**src/rtl/nn_pkg.sv**
```systemverilog
// -----------------------------------------------------------------------------
// nn_pkg -- shared definitions for the neuron_mac datapath.
//   state_t     : neuron FSM states (IDLE, ACCUM, BIAS, OUT)
//   DATA_W_DEF  : default signed width of activations, weights, bias, output
//   FRAC_W_DEF  : default fractional bits of the fixed-point format
//   sat_hi/lo() : largest / smallest value representable in a signed w-bit word
// -----------------------------------------------------------------------------
package nn_pkg;

    typedef enum logic [1:0] {
        ST_IDLE  = 2'd0,
        ST_ACCUM = 2'd1,
        ST_BIAS  = 2'd2,
        ST_OUT   = 2'd3
    } state_t;

    localparam int DATA_W_DEF = 16;
    localparam int FRAC_W_DEF = 13;

    function automatic longint sat_hi(input int w);
        return (longint'(1) <<< (w - 1)) - longint'(1);
    endfunction

    function automatic longint sat_lo(input int w);
        return -(longint'(1) <<< (w - 1));
    endfunction

endpackage

```
**src/rtl/neuron_coef_rf.sv**
```systemverilog
// -----------------------------------------------------------------------------
// neuron_coef_rf -- coefficient register file for one neuron.
// Holds NUM_IN weights (index 0..NUM_IN-1) and the bias (index NUM_IN).
// Ports:
//   clk    : clock, rising edge
//   reset  : asynchronous active-low reset, clears every coefficient
//   we     : write strobe (already qualified by the caller's FSM state)
//   addr   : write index; indices above NUM_IN are dropped
//   wdata  : coefficient value
//   raddr  : weight read index (combinational read)
//   rdata  : weight at raddr
//   bias   : bias coefficient
// -----------------------------------------------------------------------------
module neuron_coef_rf
    import nn_pkg::*;
#(
    parameter int NUM_IN = 5,
    parameter int DATA_W = DATA_W_DEF
) (
    input  logic                           clk,
    input  logic                           reset,
    input  logic                           we,
    input  logic [$clog2(NUM_IN+1)-1:0]    addr,
    input  logic [DATA_W-1:0]              wdata,
    input  logic [$clog2(NUM_IN+1)-1:0]    raddr,
    output logic [DATA_W-1:0]              rdata,
    output logic [DATA_W-1:0]              bias
);

    localparam int ADDR_W = $clog2(NUM_IN + 1);

    logic [DATA_W-1:0] mem [NUM_IN+1];

    always_ff @(posedge clk or negedge reset) begin
        if (!reset) begin
            for (int i = 0; i <= NUM_IN; i++) begin
                mem[i] <= '0;
            end
        end else if (we && (addr <= ADDR_W'(NUM_IN))) begin
            mem[addr] <= wdata;
        end
    end

    assign rdata = mem[raddr];
    assign bias  = mem[NUM_IN];

endmodule

```
**src/rtl/neuron_mac.sv**
```systemverilog
// -----------------------------------------------------------------------------
// neuron_mac -- single fixed-point neuron: sum(act[k]*W[k]) + B, rescaled,
// saturated and optionally rectified.
// Optional feature macro: NEURON_MAC_RELU_EN (negative results forced to 0).
// Ports:
//   clk       : clock, rising edge
//   reset     : asynchronous active-low reset
//   w_we      : coefficient write strobe (honoured only while idle)
//   w_addr    : coefficient index, 0..NUM_IN-1 weights, NUM_IN bias
//   w_data    : signed coefficient value
//   in_valid  : activation beat valid
//   in_ready  : activation beat accepted when in_valid && in_ready
//   in_data   : signed activation, beat k pairs with weight k
//   out_valid : result valid, held until out_ready
//   out_ready : downstream accepts the result
//   out_data  : signed neuron result
//   out_sat   : result was clipped by saturation
// -----------------------------------------------------------------------------
module neuron_mac
    import nn_pkg::*;
#(
    parameter int NUM_IN = 5,
    parameter int DATA_W = DATA_W_DEF,
    parameter int FRAC_W = FRAC_W_DEF
) (
    input  logic                           clk,
    input  logic                           reset,
    input  logic                           w_we,
    input  logic [$clog2(NUM_IN+1)-1:0]    w_addr,
    input  logic [DATA_W-1:0]              w_data,
    input  logic                           in_valid,
    output logic                           in_ready,
    input  logic [DATA_W-1:0]              in_data,
    output logic                           out_valid,
    input  logic                           out_ready,
    output logic [DATA_W-1:0]              out_data,
    output logic                           out_sat
);

    localparam int ADDR_W = $clog2(NUM_IN + 1);
    localparam int PROD_W = 2 * DATA_W;
    localparam int ACC_W  = PROD_W + $clog2(NUM_IN);
    // One guard bit over the wider of acc and the shifted bias keeps the
    // bias addition exact.
    localparam int SUM_W  = ((ACC_W > DATA_W + FRAC_W) ? ACC_W : DATA_W + FRAC_W) + 1;
    localparam logic [ADDR_W-1:0]       LAST_K  = ADDR_W'(NUM_IN - 1);
    localparam logic signed [SUM_W-1:0] SUM_MAX = SUM_W'(sat_hi(DATA_W));
    localparam logic signed [SUM_W-1:0] SUM_MIN = SUM_W'(sat_lo(DATA_W));

    state_t state, state_nxt;

    logic                     accept;
    logic                     coef_we;
    logic [ADDR_W-1:0]        k;
    logic signed [ACC_W-1:0]  acc;
    logic signed [DATA_W-1:0] act;
    logic signed [DATA_W-1:0] w_rd;
    logic signed [DATA_W-1:0] b_rd;
    logic signed [PROD_W-1:0] prod;
    logic signed [ACC_W-1:0]  prod_ext;
    logic signed [SUM_W-1:0]  sum;
    logic signed [SUM_W-1:0]  r;
    logic signed [DATA_W-1:0] res_d;
    logic                     res_sat;
    logic signed [DATA_W-1:0] out_q;
    logic                     sat_q;

    function automatic logic signed [DATA_W-1:0] sat_val(input logic signed [SUM_W-1:0] v);
        if (v > SUM_MAX) begin
            return DATA_W'(SUM_MAX);
        end else if (v < SUM_MIN) begin
            return DATA_W'(SUM_MIN);
        end
        return DATA_W'(v);
    endfunction

    function automatic logic is_clipped(input logic signed [SUM_W-1:0] v);
        return (v > SUM_MAX) || (v < SUM_MIN);
    endfunction

    neuron_coef_rf #(
        .NUM_IN (NUM_IN),
        .DATA_W (DATA_W)
    ) u_coef (
        .clk   (clk),
        .reset (reset),
        .we    (coef_we),
        .addr  (w_addr),
        .wdata (w_data),
        .raddr (k),
        .rdata (w_rd),
        .bias  (b_rd)
    );

    // ---------------- FSM: state register ----------------
    always_ff @(posedge clk or negedge reset) begin
        if (!reset) begin
            state <= ST_IDLE;
        end else begin
            state <= state_nxt;
        end
    end

    // ---------------- FSM: next state ----------------
    always_comb begin
        state_nxt = state;
        case (state)
            ST_IDLE:  if (accept) state_nxt = (NUM_IN == 1) ? ST_BIAS : ST_ACCUM;
            ST_ACCUM: if (accept && (k == LAST_K)) state_nxt = ST_BIAS;
            ST_BIAS:  state_nxt = ST_OUT;
            ST_OUT:   if (out_ready) state_nxt = ST_IDLE;
            default:  state_nxt = ST_IDLE;
        endcase
    end

    // ---------------- FSM: outputs ----------------
    always_comb begin
        in_ready  = (state == ST_IDLE) || (state == ST_ACCUM);
        out_valid = (state == ST_OUT);
        // Coefficients are frozen while a frame is in flight.
        coef_we   = w_we && (state == ST_IDLE);
    end

    assign accept = in_valid && in_ready;

    // ---------------- Datapath: multiply ----------------
    assign act      = in_data;
    assign prod     = PROD_W'(act) * PROD_W'(w_rd);
    assign prod_ext = ACC_W'(prod);

    // ---------------- Datapath: bias, rescale, saturate ----------------
    assign sum = SUM_W'(acc) + (SUM_W'(b_rd) <<< FRAC_W);
    assign r   = sum >>> FRAC_W;

    always_comb begin
        res_d   = sat_val(r);
        res_sat = is_clipped(r);
`ifdef NEURON_MAC_RELU_EN
        if (res_d < 0) begin
            res_d   = '0;
            res_sat = 1'b0;
        end
`endif
    end

    // ---------------- Datapath: accumulate and register result ----------------
    always_ff @(posedge clk or negedge reset) begin
        if (!reset) begin
            acc   <= '0;
            k     <= '0;
            out_q <= '0;
            sat_q <= 1'b0;
        end else begin
            case (state)
                ST_IDLE: begin
                    if (accept) begin
                        acc <= prod_ext;
                        k   <= ADDR_W'(1);
                    end
                end
                ST_ACCUM: begin
                    if (accept) begin
                        acc <= acc + prod_ext;
                        k   <= k + ADDR_W'(1);
                    end
                end
                ST_BIAS: begin
                    out_q <= res_d;
                    sat_q <= res_sat;
                    k     <= '0;
                end
                default: ;
            endcase
        end
    end

    assign out_data = out_q;
    assign out_sat  = sat_q;

endmodule

```
**config.mk**
```make
export PLATFORM = sky130hd
export DESIGN_NAME = neuron_mac
export DESIGN_NICKNAME = d
export VERILOG_FILES = /design/src/rtl/nn_pkg.sv /design/src/rtl/neuron_coef_rf.sv /design/src/rtl/neuron_mac.sv
export SDC_FILE = /design/constraint.sdc
export NUM_CORES = 1
export LEC_CHECK = 0
export BUFFER_PORTS_ARGS = -buffer_cell sky130_fd_sc_hd__buf_4
export CAP_MARGIN = 20
export CELL_PAD_IN_SITES_DETAIL_PLACEMENT = 1
export CELL_PAD_IN_SITES_GLOBAL_PLACEMENT = 1
export CORE_MARGIN = 2
export CORE_UTILIZATION = 40
export CTS_CLUSTER_DIAMETER = 200
export CTS_CLUSTER_SIZE = 20
export DETAILED_ROUTE_END_ITERATION = 10
export GPL_ROUTABILITY_DRIVEN = 0
export PLACE_DENSITY_LB_ADDON = 0.1
export SLEW_MARGIN = 15
export SYNTH_ARGS = -nofsm -noshare
export SYNTH_HDL_FRONTEND = slang
export SYNTH_SLANG_ARGS = --single-unit
```
**constraint.sdc**
```tcl
create_clock -name clk -period 19.2 [get_ports clk]
set_input_delay 4.8 -clock clk [delete_from_list [all_inputs] [get_ports clk]]
set_output_delay 4.8 -clock clk [all_outputs]
set_load 0.02 [all_outputs]
```
# Word level (Yosys, flattened, before mapping)
# Index checks and enable logic that the tools add are counted.
# Widths: inputs -> output; s select.
dict set report totals {
  reg_bits 153
  latch_bits 0
  ramBits 0
  romBits 0
  inputBits 40
  out_inout_bits 19
  wordCells 65
  n_memories 0
}
dict set report op_classes {
  add_sub_neg 3
  n_mul 1
  div 0
  order_cmp 6
  n_eq_ne 8
  n_shift 0
  mux 21
  bitwise_logic 2
  n_reduce_logical 13
}
# op n
set ops {}
lappend ops {{$bwmux 96} 1}
lappend ops {{$mux 16} 6}
lappend ops {{$mux 35} 2}
lappend ops {{$pmux 35 s2} 1}
lappend ops {{$bmux 16 s3} 1}
lappend ops {{$demux 16 s3} 1}
lappend ops {{$add 35x29->36} 1}
lappend ops {{$add 35x32->35} 1}
lappend ops {{$mul 16x16->32} 1}
lappend ops {{$gt 23x16->1 const B} 1}
lappend ops {{$lt 23x16->1 const B} 1}
lappend ops {{$pmux 3 s3} 1}
lappend ops {{$reduce_and 3->1} 3}
lappend ops {{$ge 4x4->1 const B} 2}
lappend ops {{$not 3->4} 2}
lappend ops {{$pmux 2 s4} 1}
lappend ops {{$mux 2} 3}
lappend ops {{$mux 3} 2}
lappend ops {{$ne 2x2->1 const B} 3}
lappend ops {{$logic_and 1x1->1} 5}
lappend ops {{$eq 2x2->1 const B} 2}
lappend ops {{$lt 4x1->1 const B} 1}
lappend ops {{$add 3x1->3 const B} 1}
lappend ops {{$eq 3x3->1 const B} 1}
lappend ops {{other kinds (8)} 10}

# Depth between registers and ports, before layout
dict set report logic_depth {
  ltp_word 8
  depth_mapped 39
}

# By module
# A second synthesis with hierarchy kept.
dict set report unflattened {
  cells_unflattened 2064
  hier_area_um2 19849.0
}
# mod n_inst cells_each area_each_um2 seq_area_each_um2
set by_module_without_submodules {}
lappend by_module_without_submodules {neuron_mac 1 1744 15249.6 1426.4}
lappend by_module_without_submodules {neuron_coef_rf 1 320 4599.4 2402.3}

# Least setup slack after synthesis
# No wires, ideal clock.
dict set report synth_timing {
  path_type {input-to-reg}
  startpoint {input port in_data[15]}
  endpoint {register acc[34]}
  setup_time_ns 0.127
  t_arrival_ns 11.895
  path_slack_ns 7.178
  cell_stages 32
  path_buffers 1
  path_cell_list {clkbuf_1 and2_1 inv_1 fa_1 inv_1 fa_1 fa_1 fa_1 fa_1 inv_1 fa_1 inv_1 ha_1 a21oi_1 nand2_1 a221oi_1 inv_1 o21a_1 o21ai_0 nand2b_1 xor2_1 ha_1 nand2_1 o21a_1 nand2_1 o21ba_1 a211oi_2 a41oi_2 o21bai_1 a31oi_1 o311ai_1 nor2_1}
}
dict set report synth_via {
  elab_chain_len 4
  word_cells_on_any_way 5
  classes_between {add/sub: 1; mul: 1; mux: 3}
}
# item line
set synth_rtl {}
lappend synth_rtl {{start, declared} neuron_mac.sv:33} ;# input logic [DATA_W-1:0] in_data,
lappend synth_rtl {{$mul 16x16->32 (*)} neuron_mac.sv:128} ;# assign prod = PROD_W'(act) * PROD_W'(w_rd);
lappend synth_rtl {{$add 35x32->35} neuron_mac.sv:163} ;# acc <= acc + prod_ext;
lappend synth_rtl {{$mux 35} neuron_mac.sv:162} ;# if (accept) begin
lappend synth_rtl {{$pmux 35 s2 (*)} neuron_mac.sv:154} ;# case (state)
lappend synth_rtl {{end signal, assigned} neuron_mac.sv:157} ;# acc <= prod_ext;
lappend synth_rtl {{end signal, assigned} neuron_mac.sv:163}
lappend synth_rtl {{end, declared} neuron_mac.sv:55} ;# logic signed [ACC_W-1:0] acc;
# Every way passes the cells marked *; elsewhere a longest branch is shown, timed or not. The select of a mux whose other input is x is not followed.
# A chain may end at the register's enable or synchronous reset.

# Final worst setup path
# Same ends and word-level chain as after synthesis.

==> impl_metrics.ini <==
[clocking]
clockBufferDepth = 2
clk_latency_ns = 0.48
cts_max_level = 4
cts.sinks = 153
cts_setup_buffers = 0
cts-resized-gates = 0
cts_tree = yes
cts_buffers = 17
clk_pin_slew_ns = 0.08
cts-hold-fix-buffers = 0
root_buffer = clkbuf_16

[worst_setup_path]
reg2reg_slack_ns = 8.67
critical_path_class = primary input to flop
worstSetupStartpoint = in_data[15]
cp-start-kind = primary input
endpoint_kind = flop
crit_top_cell = fa_1
cp.required_ns = 19.55
crit_fanout = 16
rr_worst_depth = 34
cp.arrival_ns = 12.78
slowest_delay_ns = 0.51
r2r_start = k[1]
crit_slowest_cell = fa_1
r2r_end = acc[34]

[yosys]
ys_seq_area_share_pct = 19.2
syn_area_per_cell_um2 = 9.66
yosysTopAreaCell = fa_1
syn-num-nets = 2512
syn_inst = 2059
netlist_area_um2 = 19900
yosysWarnings = 0
synth_top_area_share_pct = 26.6
ys_types = 87
synth_enable_flop_cells = 0
synth-main-ff-cell = dfrtp_1
synth-seq-cells = 153
yosys-top-cells-area = fa_1, dfrtp_1, ha_1
async_flop_share_pct = 100

[timing]
slew_headroom_pct = 29.4
period_share_pct = 64.7
finalSetupTns_ns = 0
tightest_slew_ns = 1.06
setup_viol = 0
maxSlewViolCount = 0
grt_setup_unrepaired = false
hold_violations = 0
final_period_minus_worst_setup_slack_ns = 12.43
clock.fmax_ghz = 0.0804
skew_ns = 0.0182

[finish]
nNetsFinal = 2536
final_cell_mix = inv_1, fa_1, nand2_1, dfrtp_1, ha_1
fill_cells = 5692
area.growth.synth_to_final_pct = 8.84
antennaDiodeCount = 0
final_common_cell = inv_1
fin_util_pct = 44.1
final_layout_size_suffix_gt1_share_pct = 13.5

[detailed_routing]
first_pass_iters = 5
wl_per_cell_um = 19.5
drt_iter0_drc = 549
final_antenna_net_count = 0
dr_total_vias = 14500
viasPerCell = 5.26
drc = 0
wl_um = 53800

[placement]
port_buffers = 58
place_hpwl_um = 42700

[worst_hold_path]
hold_depth = 2
hold_start = acc[3]
hp-class = flop to flop
hold_end = acc[3]

[run]
drv_cap = 0

[floorplan]
coreArea_um2 = 49100
die-area_um2 = 51500
num_io_pins = 59
die_h_um = 227
row_count = 81
dieWidth_um = 227
start_util_pct = 40.6

[global_route]
grt_pass1_wl_um = 87300
grt_usage_pct = 22.2
grt_pass1_vias = 16100
gr-total-overflow = 0
antenna_found_initial = 0
grt_max_degree = 85

[run_status]
status = finished clean
==> final cells by class <==
class / instances / area [um^2] / share of cell area (%)
multi-input combinational: 1503 / 14500 / 67.1
sequential: 153 / 3830 / 17.7
inverter: 328 / 1230 / 5.69
tap: 664 / 831 / 3.84
timing repair buffer: 80 / 624 / 2.88
clock buffer: 17 / 425 / 1.96
clock inverter: 15 / 193 / 0.890
==> sequential cells by signal, indices dropped and copies added (netlist names) <==
name         flops
u_coef.bias     16
acc             35
u_coef.mem      80
state            2
out_data        16
k                3
out_sat          1
==> per-layer routing <==
metal | up-vias | global-route usage [%] | wire, um
li1 | 6732 | - | -
met1 | 7569 | 27.3 | 23100
met2 | 141 | 40.4 | 28300
met3 | 64 | 2.81 | 1110
met4 | 0 | 7.02 | 1350
met5 | - | 0 | 0
==> Yosys cell counts, types with 22 or more instances <==
| master | n |
|---|---|
| nor2_1 | 84 |
| nand2b_1 | 26 |
| nand3_1 | 22 |
| clkbuf_1 | 58 |
| nand2_1 | 208 |
| mux2_2 | 98 |
| xor2_1 | 24 |
| mux2i_1 | 31 |
| inv_1 | 328 |
| a21oi_1 | 88 |
| o21ai_0 | 71 |
| ha_1 | 149 |
| nor2b_1 | 84 |
| a21o_1 | 29 |
| fa_1 | 264 |
| xnor2_1 | 54 |
| dfrtp_1 | 153 |
| and2_1 | 44 |
==> worst max-delay path: cells and delay by family <==
family	cells	cell delay [ns]
adders and majority gates	8	3.68
xor gates and xnor gates	1	0.12
buffers and inverters	6	0.74
and+or+nand+nor	6	0.68
AOI/OAI and AO/OA	11	2.76
==> worst max-delay path by stage <==
stage,endpoint,slack [ns]
after floorplan,acc[34],7.18
after global placement,acc[34],6.48
after detailed placement,acc[34],6.30
after CTS,acc[34],6.78
after global routing,acc[34],6.25
final,acc[34],6.77
==> metrics by stage <==
stage	area (um^2)	hold WS, ns	worst slack (ns)	std cells
after floorplan	19900	0.456	7.18	2059
after global placement	21000	0.470	6.48	2727
after detailed placement	21000	0.488	6.30	2727
after CTS	21600	0.509	6.78	2759
after global routing	21700	0.521	6.25	2760
final	21700	0.500	6.77	2760
==> kinds of logic after synthesis <==
kind of cell | count (synthesis) | share of synthesized area, %
flops | 153 | 19.2
xor+xnor | 80 | 3.65
fa+ha+maj | 413 | 35.9
compound gates | 328 | 11.0
simple gates | 536 | 13.4
mux | 146 | 8.99
buf+inv | 403 | 7.86
Power is left out: the tool's default activity adds up to more than one toggle a clock period on the data nets, which glitch-free logic cannot reach.
